<file path="config.mk">
export PLATFORM = sky130hd
export DESIGN_NAME = pipe_hazard_ctrl
export DESIGN_NICKNAME = d
export VERILOG_FILES = /design/src/rtl/pipe_hazard_ctrl.sv
export SDC_FILE = /design/constraint.sdc
export NUM_CORES = 1
export LEC_CHECK = 0
export CORE_MARGIN = 2
export CORE_UTILIZATION = 47
export DETAILED_ROUTE_END_ITERATION = 8
export GPL_ROUTABILITY_DRIVEN = 0
export PLACE_DENSITY = 0.8
export RECOVER_POWER = 100
export SETUP_SLACK_MARGIN = 0.4
export SKIP_LAST_GASP = 1
export SLEW_MARGIN = 20
export SYNTH_ARGS = -nofsm -noshare
export SYNTH_HDL_FRONTEND = slang
export SYNTH_SLANG_ARGS = --single-unit
</file>
<file path="constraint.sdc">
create_clock -name clk_i -period 2.6 [get_ports clk_i]
set_input_delay 0.65 -clock clk_i [delete_from_list [all_inputs] [get_ports clk_i]]
set_output_delay 0.65 -clock clk_i [all_outputs]
set_load 0.1 [all_outputs]
</file>
<file path="src/rtl/pipe_hazard_ctrl.sv">
// Pipeline sequencer for the 5-stage MIPS core.
// Generates PC / IF-ID enables and stage flushes for load-use hazards and
// taken branches, runs the data-memory req/ack handshake for lw/sw in MEM
// (freezing the pipe on wait states, trapping on timeout), and keeps
// saturating stall / flush performance counters.
module pipe_hazard_ctrl #(
  parameter int unsigned MAX_WAIT = 15,
  parameter int unsigned WAIT_W   = 4,
  parameter int unsigned CNT_W    = 16
) (
  input  logic             clk_i,
  input  logic             rst_i,
  input  logic [4:0]       ifid_rs_i,
  input  logic [4:0]       ifid_rt_i,
  input  logic             ifid_uses_rt_i,
  input  logic             idex_memread_i,
  input  logic [4:0]       idex_rt_i,
  input  logic             ex_branch_taken_i,
  input  logic             exmem_memread_i,
  input  logic             exmem_memwrt_i,
  input  logic             dmem_ack_i,
  output logic             pc_write_o,
  output logic             ifid_write_o,
  output logic             ifid_flush_o,
  output logic             idex_flush_o,
  output logic             pipe_hold_o,
  output logic             dmem_req_o,
  output logic             mem_err_o,
  output logic [CNT_W-1:0] stall_cnt_o,
  output logic [CNT_W-1:0] flush_cnt_o
);

  // Memory handshake FSM encoding.
  localparam logic [1:0] StRun     = 2'd0;
  localparam logic [1:0] StMemWait = 2'd1;
  localparam logic [1:0] StErr     = 2'd2;

  localparam logic [WAIT_W-1:0] MaxWaitCnt = WAIT_W'(MAX_WAIT);
  localparam logic [CNT_W-1:0]  CntMax     = '1;

  logic [1:0]        state_q, state_d;
  logic [WAIT_W-1:0] wait_cnt_q, wait_cnt_d;
  logic              mem_err_q, mem_err_d;
  logic [CNT_W-1:0]  stall_cnt_q, stall_cnt_d;
  logic [CNT_W-1:0]  flush_cnt_q, flush_cnt_d;

  logic mem_op;
  logic mem_hold;
  logic mem_req;
  logic load_use;
  logic lu_stall;
  logic br_flush;

  assign mem_op = exmem_memread_i | exmem_memwrt_i;

  // Load in EX whose destination is read by the instruction in ID; $0 never
  // creates a dependency.
  assign load_use = idex_memread_i && (idex_rt_i != 5'd0) &&
                    ((idex_rt_i == ifid_rs_i) ||
                     (ifid_uses_rt_i && (idex_rt_i == ifid_rt_i)));

  // Memory handshake: next state, wait counter, request and hold.
  always_comb begin
    state_d    = state_q;
    wait_cnt_d = wait_cnt_q;
    mem_hold   = 1'b0;
    mem_req    = 1'b0;
    unique case (state_q)
      StRun: begin
        mem_req = mem_op;
        // An ack in the same cycle is a zero-wait access and never stalls.
        if (mem_op && !dmem_ack_i) begin
          mem_hold   = 1'b1;
          state_d    = StMemWait;
          wait_cnt_d = WAIT_W'(1);
        end
      end
      StMemWait: begin
        mem_req  = 1'b1;
        mem_hold = ~dmem_ack_i;
        if (dmem_ack_i) begin
          state_d    = StRun;
          wait_cnt_d = '0;
        end else if (wait_cnt_q == MaxWaitCnt) begin
          state_d = StErr;
        end else begin
          wait_cnt_d = wait_cnt_q + WAIT_W'(1);
        end
      end
      StErr: begin
        // Pipeline stays frozen with the request dropped until reset.
        mem_hold = 1'b1;
      end
      default: begin
        state_d    = StRun;
        wait_cnt_d = '0;
      end
    endcase
  end

  // Pipeline control outputs by priority: reset, memory hold, branch, load-use.
  always_comb begin
    pc_write_o   = 1'b0;
    ifid_write_o = 1'b0;
    ifid_flush_o = 1'b0;
    idex_flush_o = 1'b0;
    pipe_hold_o  = 1'b0;
    lu_stall     = 1'b0;
    br_flush     = 1'b0;
    if (rst_i) begin
      // Everything quiet while in reset.
    end else if (mem_hold) begin
      // Pending branch / hazard is re-evaluated once the hold clears.
      pipe_hold_o = 1'b1;
    end else if (ex_branch_taken_i) begin
      // The ID instruction is discarded, so a load-use on it is irrelevant.
      pc_write_o   = 1'b1;
      ifid_write_o = 1'b1;
      ifid_flush_o = 1'b1;
      idex_flush_o = 1'b1;
      br_flush     = 1'b1;
    end else if (load_use) begin
      // One bubble: load_use drops as soon as the lw leaves EX.
      idex_flush_o = 1'b1;
      lu_stall     = 1'b1;
    end else begin
      pc_write_o   = 1'b1;
      ifid_write_o = 1'b1;
    end
  end

  assign dmem_req_o = mem_req & ~rst_i;

  // Sticky error and saturating performance counters.
  always_comb begin
    mem_err_d   = mem_err_q | (state_d == StErr);
    stall_cnt_d = stall_cnt_q;
    flush_cnt_d = flush_cnt_q;
    if ((pipe_hold_o || lu_stall) && (stall_cnt_q != CntMax)) begin
      stall_cnt_d = stall_cnt_q + CNT_W'(1);
    end
    if (br_flush && (flush_cnt_q != CntMax)) begin
      flush_cnt_d = flush_cnt_q + CNT_W'(1);
    end
  end

  // State registers with synchronous reset.
  always_ff @(posedge clk_i) begin
    if (rst_i) begin
      state_q     <= StRun;
      wait_cnt_q  <= '0;
      mem_err_q   <= 1'b0;
      stall_cnt_q <= '0;
      flush_cnt_q <= '0;
    end else begin
      state_q     <= state_d;
      wait_cnt_q  <= wait_cnt_d;
      mem_err_q   <= mem_err_d;
      stall_cnt_q <= stall_cnt_d;
      flush_cnt_q <= flush_cnt_d;
    end
  end

  assign mem_err_o   = mem_err_q;
  assign stall_cnt_o = stall_cnt_q;
  assign flush_cnt_o = flush_cnt_q;

endmodule

</file>
# ---- Word-level counts from Yosys, hierarchy flattened
# Index checks and enable logic that the tools add are counted.
dict set report op_classes {
  addsub 3
  n_mul 0
  n_div 0
  n_lt_le_gt_ge 0
  n_eq_ne 10
  shifts 0
  mux 27
  bitwise_logic 6
  n_reduce_logical 12
}
# op count
set op_table {}
lappend op_table {{adder 16 x 1 -> 16 bit (second input constant)} 2}
lappend op_table {{inequality test 16 bit (second input constant)} 2}
lappend op_table {{2-to-1 mux 1 bit} 17}
lappend op_table {{2-to-1 mux 4 bit} 3}
lappend op_table {{one-hot mux 4 bit (3 select lines)} 1}
lappend op_table {{== test 5 bit} 2}
lappend op_table {{logical AND 1 bit} 6}
lappend op_table {{2-to-1 mux 2 bit} 3}
lappend op_table {{one-hot mux 2 bit (3 select lines)} 1}
lappend op_table {{nonzero test 5 bit} 1}
lappend op_table {{adder 4 x 1 -> 4 bit (second input constant)} 1}
lappend op_table {{== test 2 bit (second input constant)} 2}
lappend op_table {{== test 4 bit (second input constant)} 1}
lappend op_table {{inequality test 3 bit (second input constant)} 1}
lappend op_table {{NOT 1 bit} 3}
lappend op_table {{one-hot mux 1 bit (3 select lines)} 1}
lappend op_table {{AND reduction 3 bit} 1}
lappend op_table {{== test 2 x 1 -> 1 bit (second input constant)} 1}
lappend op_table {{logical NOT 2 bit} 1}
lappend op_table {{logical OR 1 bit} 2}
lappend op_table {{inequality test 2 bit (second input constant)} 1}
lappend op_table {{OR 1 bit} 2}
lappend op_table {{one-hot mux 1 bit (2 select lines)} 1}
lappend op_table {{AND 1 bit} 1}
lappend op_table {{logical NOT 1 bit} 1}
dict set report totals {
  reg_bits 39
  latchBits 0
  ram_bits 0
  mem_bits_ro 0
  input_bits 23
  word_cells 63
  memories 0
}

# ---- Depth between registers and ports, before layout
dict set report logic_depth {
  word_depth 10
  mapped_depth 8
  mapped_depth_nobuf 7
}

# ---- Least setup slack after synthesis
# Ideal clock, no wire load.
dict set report synth_path {
  kind {input to output}
  from {input port idex_rt_i[1]}
  to {output port pc_write_o}
  arrival_ns 4.368
  required_time_ns 1.950
  path_slack_ns -2.418
  path_stages 4
  cell_sequence {or4_1 > o21a_1 > a311oi_1 > buf_4}
}
dict set report synth_between {
  elab_chain_cells 8
}
# element line
set synth_rtl {}
lappend synth_rtl {{from (decl)} 17} ;# input logic [4:0] idex_rt_i,
lappend synth_rtl {{== test 5 bit} 60} ;# (ifid_uses_rt_i && (idex_rt_i == ifid_rt_i)));
lappend synth_rtl {{logical AND 1 bit} 60}
lappend synth_rtl {{logical OR 1 bit} 59} ;# ((idex_rt_i == ifid_rs_i) ||
lappend synth_rtl {{logical AND 1 bit *} 58} ;# assign load_use = idex_memread_i && (idex_rt_i != 5'd0) &&
lappend synth_rtl {{2-to-1 mux 1 bit * (4 in series)} --}
lappend synth_rtl {{to (decl)} 22} ;# output logic pc_write_o,
# Every way passes the cells marked *; elsewhere a longest branch is shown, timed or not.

# ---- Worst setup path in the final report
dict set report layout_path {
  from {input port idex_rt_i[4]}
  to {output port ifid_write_o}
}
dict set report layout_between {
  elab_chain_cells 8
}
# element line
set layout_rtl {}
lappend layout_rtl {{== test 5 bit} 60}
lappend layout_rtl {{logical AND 1 bit} 60}
lappend layout_rtl {{logical OR 1 bit} 59}
lappend layout_rtl {{logical AND 1 bit *} 58}
lappend layout_rtl {{2-to-1 mux 1 bit *} 122} ;# end else if (load_use) begin
lappend layout_rtl {{2-to-1 mux 1 bit *} 115} ;# end else if (ex_branch_taken_i) begin
lappend layout_rtl {{2-to-1 mux 1 bit *} 112} ;# end else if (mem_hold) begin
lappend layout_rtl {{2-to-1 mux 1 bit *} 110} ;# if (rst_i) begin
lappend layout_rtl {{to (decl)} 23} ;# output logic ifid_write_o,
# Marked as above.

==> impl_metrics.csv <==
group,metric,value,unit
outcome,outcome,"finished, violations left",
outcome,violations,"negative setup slack",
cts,clkSlewWorstSetupHoldPaths,0.08,ns
synthesis,synth_top_family_by_area,"simple AND/OR/NAND/NOR gates",
timing,worst_slew_pin_slew,1.180,ns
floorplanning,die-area,0.004970,mm²
synthesis,synth_nets,267,
cells_and_area,regArea,807.0,µm²
synthesis,syn_avg_cell_area,8.623,µm²
grt,grt_pass1_wl,9487,µm
cts,numCtsBuffers,5,
cells_and_area,multi_input_comb_area,0.001316,mm²
pwr,leakagePower,1.171,nW
worst_setup_path,startpoint_type,"primary input",
cts,cts.hold.buffers_added,0,
worst_setup_path,r2r_slack,0.17,ns
timing,fmax,0.3698,GHz
worst_setup_path,critPathMaxStageDelay,0.51,ns
synthesis,synthSimpleGateAreaFrac,29.74,%
grt,antenna_found_initial,0,
route,antenna_left,0,
cells_and_area,final_area,0.003078,mm²
timing,final.min_clock_period,2.704,ns
route,drc,0,
place,hpwlAfterDp,4019,µm
grt,met3_usage,5.195,%
floorplanning,core,0.004294,mm²
timing,finalHoldViolations,0,
timing,maxSlewViolCount,0,
cts,clk_latency,0.29,ns
cts,h-tree-depth,2,
synthesis,synth-adder-area-share,1.806,%
synthesis,yosys.area.top_type,"dfxtp_1",
cts,cts_root_buf,"clkbuf_8",
min_path,hold_path.class,"reg -> reg",
worst_setup_path,worst_ep_arrival_time,2.05,ns
worst_setup_path,crit_chain,"buf_6 -> or4_4 -> o21a_1 -> a311oi_4 -> buf_12",
floorplanning,start_util,48.40,%
cells_and_area,num_antenna_cells,0,
timing,relSlewSlack,21.65,%
synthesis,synth_area_leaders,"dfxtp_1 38%, xnor2_1 6.3%, nor2_1 4.7%, a21oi_1 4.6%, nand3_1 4.3%",
synthesis,seq_area_frac_synth,37.57,%
floorplanning,fp.dieW,70.50,µm
cells_and_area,drive_gt1_share,27.93,%
cells_and_area,final_common_cell,"clkbuf_1",
cts,cts_tree,"built",
route,vias,2156,
worst_setup_path,worstPathRequired,1.95,ns
cells_and_area,fin_nets,358,
grt,overflow,0,
synthesis,yosysWarnings,0,
worst_setup_path,critPathSlowestCell,"or4_4",
worst_setup_path,crit_type,"in -> out",
synthesis,synth_compound_area_share,14.87,%
synthesis,syn_area,0.002078,mm²
synthesis,synth.top_cell.area_share,37.57,%
grt,use_met2,40.99,%
grt,busiest_layer,"met2",
cts,clockBufferDepth,2,
synthesis,synth_edf_count,0,
synthesis,syn-instance-count,241,
grt,grt_use_total,23.96,%
place,io_buffers,61,
pwr,power.density,450.9,mW/mm²
synthesis,synth_xor_xnor_area_share,10.11,%
route,route.detailed.wl_per_inst,15.55,µm
floorplanning,ioPinCount,62,
synthesis,synthArstFlopShare,0,%
run,cap_viol_max_count,0,
route,drt_iter0_markers,126,
place,placed_area,0.002955,mm²
place,preCtsSetupSlack,-0.4630,ns
cells_and_area,fin_util,71.68,%
grt,grt_pass1_vias,2007,
timing,final-setup-viol-count,4,
worst_setup_path,crit_fanout,2,
synthesis,synth_ff_type,"dfxtp_1",
pwr,ir_drop,0.0002957,V
route,vias_per_cell,5.600,
synthesis,synth-seq-cells,39,
timing,whs,0.4511,ns
timing,tns,-0.2782,ns
worst_setup_path,crit_path_end_kind,"output pin",
route,wirelength,5987,µm
timing,rsz0062_at_grt,"true",
grt,use_met1,28.57,%
cts,cts_sinks,39,
floorplanning,rows,24,
synthesis,synth.distinct_cells,44,
timing,period_share,104.0,%
route,drt_pass1_iterations,4,
timing,skew,0.004452,ns
timing,setup_ws,-0.1045,ns
synthesis,synth.area.mux_share,1.927,%
cells_and_area,fill_cells,341,
floorplanning,fp.dieH,70.50,µm
grt,grt_start_max_net_pins,30,
cells_and_area,syn_to_final_growth,48.10,%
cells_and_area,most-common-layout-cells,"33 x clkbuf_1, 24 x nor2_1, 22 x dfxtp_1",
-- where the power goes --
group / switching (mW) / internal [mW] / total, mW
combinational: 0.171 / 0.127 / 0.298
sequential: 0.0124 / 0.606 / 0.618
clock: 0.225 / 0.247 / 0.472
total: 0.408 / 0.980 / 1.39
-- layer usage --
layer  up-vias  share of wire [%]
met4         0                2.6
met5         -                  0
met3        16                4.5
met1      1025                 41
li1       1060                  -
met2        55                 52
-- logic make-up (layout without fill, tap and decap cells) --
group | Yosys count | in the layout
multiplexers | 4 | 4
flip-flops | 39 | 39
AO/OA/AOI/OAI | 48 | 48
adder cells (fa/ha/maj) | 3 | 3
AND/OR/NAND/NOR | 107 | 107
XOR/XNOR | 24 | 24
buffers and inverters | 16 | 108
-- per-stage QoR --
stage          total power, mW  cells
2_1_floorplan           0.7966    241
3_3_place_gp            0.9053    370
3_5_place_dp            0.9110    370
4_1_cts                  1.396    383
5_1_grt                  1.435    385
6_report                 1.388    385
-- worst max-delay path, delay by kind of cell --
family,cells,cell delay (ns)
AOI/OAI and AO/OA,2,0.57
and+or+nand+nor,1,0.51
buffers and inverters,2,0.32
-- layout make-up --
type | instances | area share [%]
Clock buffer | 6 | 3.049
Clock inverter | 2 | 0.4472
Inverter | 7 | 0.8537
Multi-Input combinational cell | 186 | 42.76
Sequential cell | 39 | 26.22
Tap cell | 52 | 2.114
Timing Repair Buffer | 93 | 24.55
-- Yosys cell counts, types with 2 or more instances --
| cell type | number |
|---|---|
| a21oi_1 | 19 |
| and3_1 | 6 |
| and4_1 | 2 |
| and4_2 | 3 |
| buf_2 | 3 |
| buf_6 | 2 |
| clkbuf_1 | 3 |
| dfxtp_1 | 39 |
| ha_1 | 3 |
| inv_1 | 7 |
| mux2i_1 | 4 |
| nand2_1 | 13 |
| nand3_1 | 18 |
| nand4_1 | 10 |
| nor2_1 | 26 |
| nor3_1 | 3 |
| nor3b_1 | 2 |
| o21a_1 | 2 |
| o21ai_0 | 13 |
| o31ai_1 | 4 |
| or3_1 | 10 |
| or4_1 | 5 |
| xnor2_1 | 15 |
| xor2_1 | 9 |
-- final timing paths --
kind / from / endpoint / cells past startpoint
worst max-delay path: idex_rt_i[4] / ifid_write_o / 5
worst max register to register: stall_cnt_o[0]$_SDFFE_PP0P_ / stall_cnt_o[15]$_SDFFE_PP0P_ / 8
worst min-delay path: mem_err_o$_SDFF_PP0_ / mem_err_o$_SDFF_PP0_ / 2
worst min register to register: mem_err_o$_SDFF_PP0_ / mem_err_o$_SDFF_PP0_ / 2
-- flip-flops by register name, indices dropped and copies added (netlist names) --
signal and count:
wait_cnt_q 4, mem_err_o 1, flush_cnt_o 16, stall_cnt_o 16, state_q 2
-- repair_timing --
| item | 4_1_cts | 5_1_grt |
|---|---|---|
| gates resized for setup | 52 | 11 |
| setup endpoints to repair | 38 | 36 |
| pin swaps | 24 | 10 |
| cloned | 1 | 0 |
| setup buffers | 4 | 2 |
| hold endpoints to repair | 0 | 0 |
Note: power is estimated with default switching activity, not from simulation.
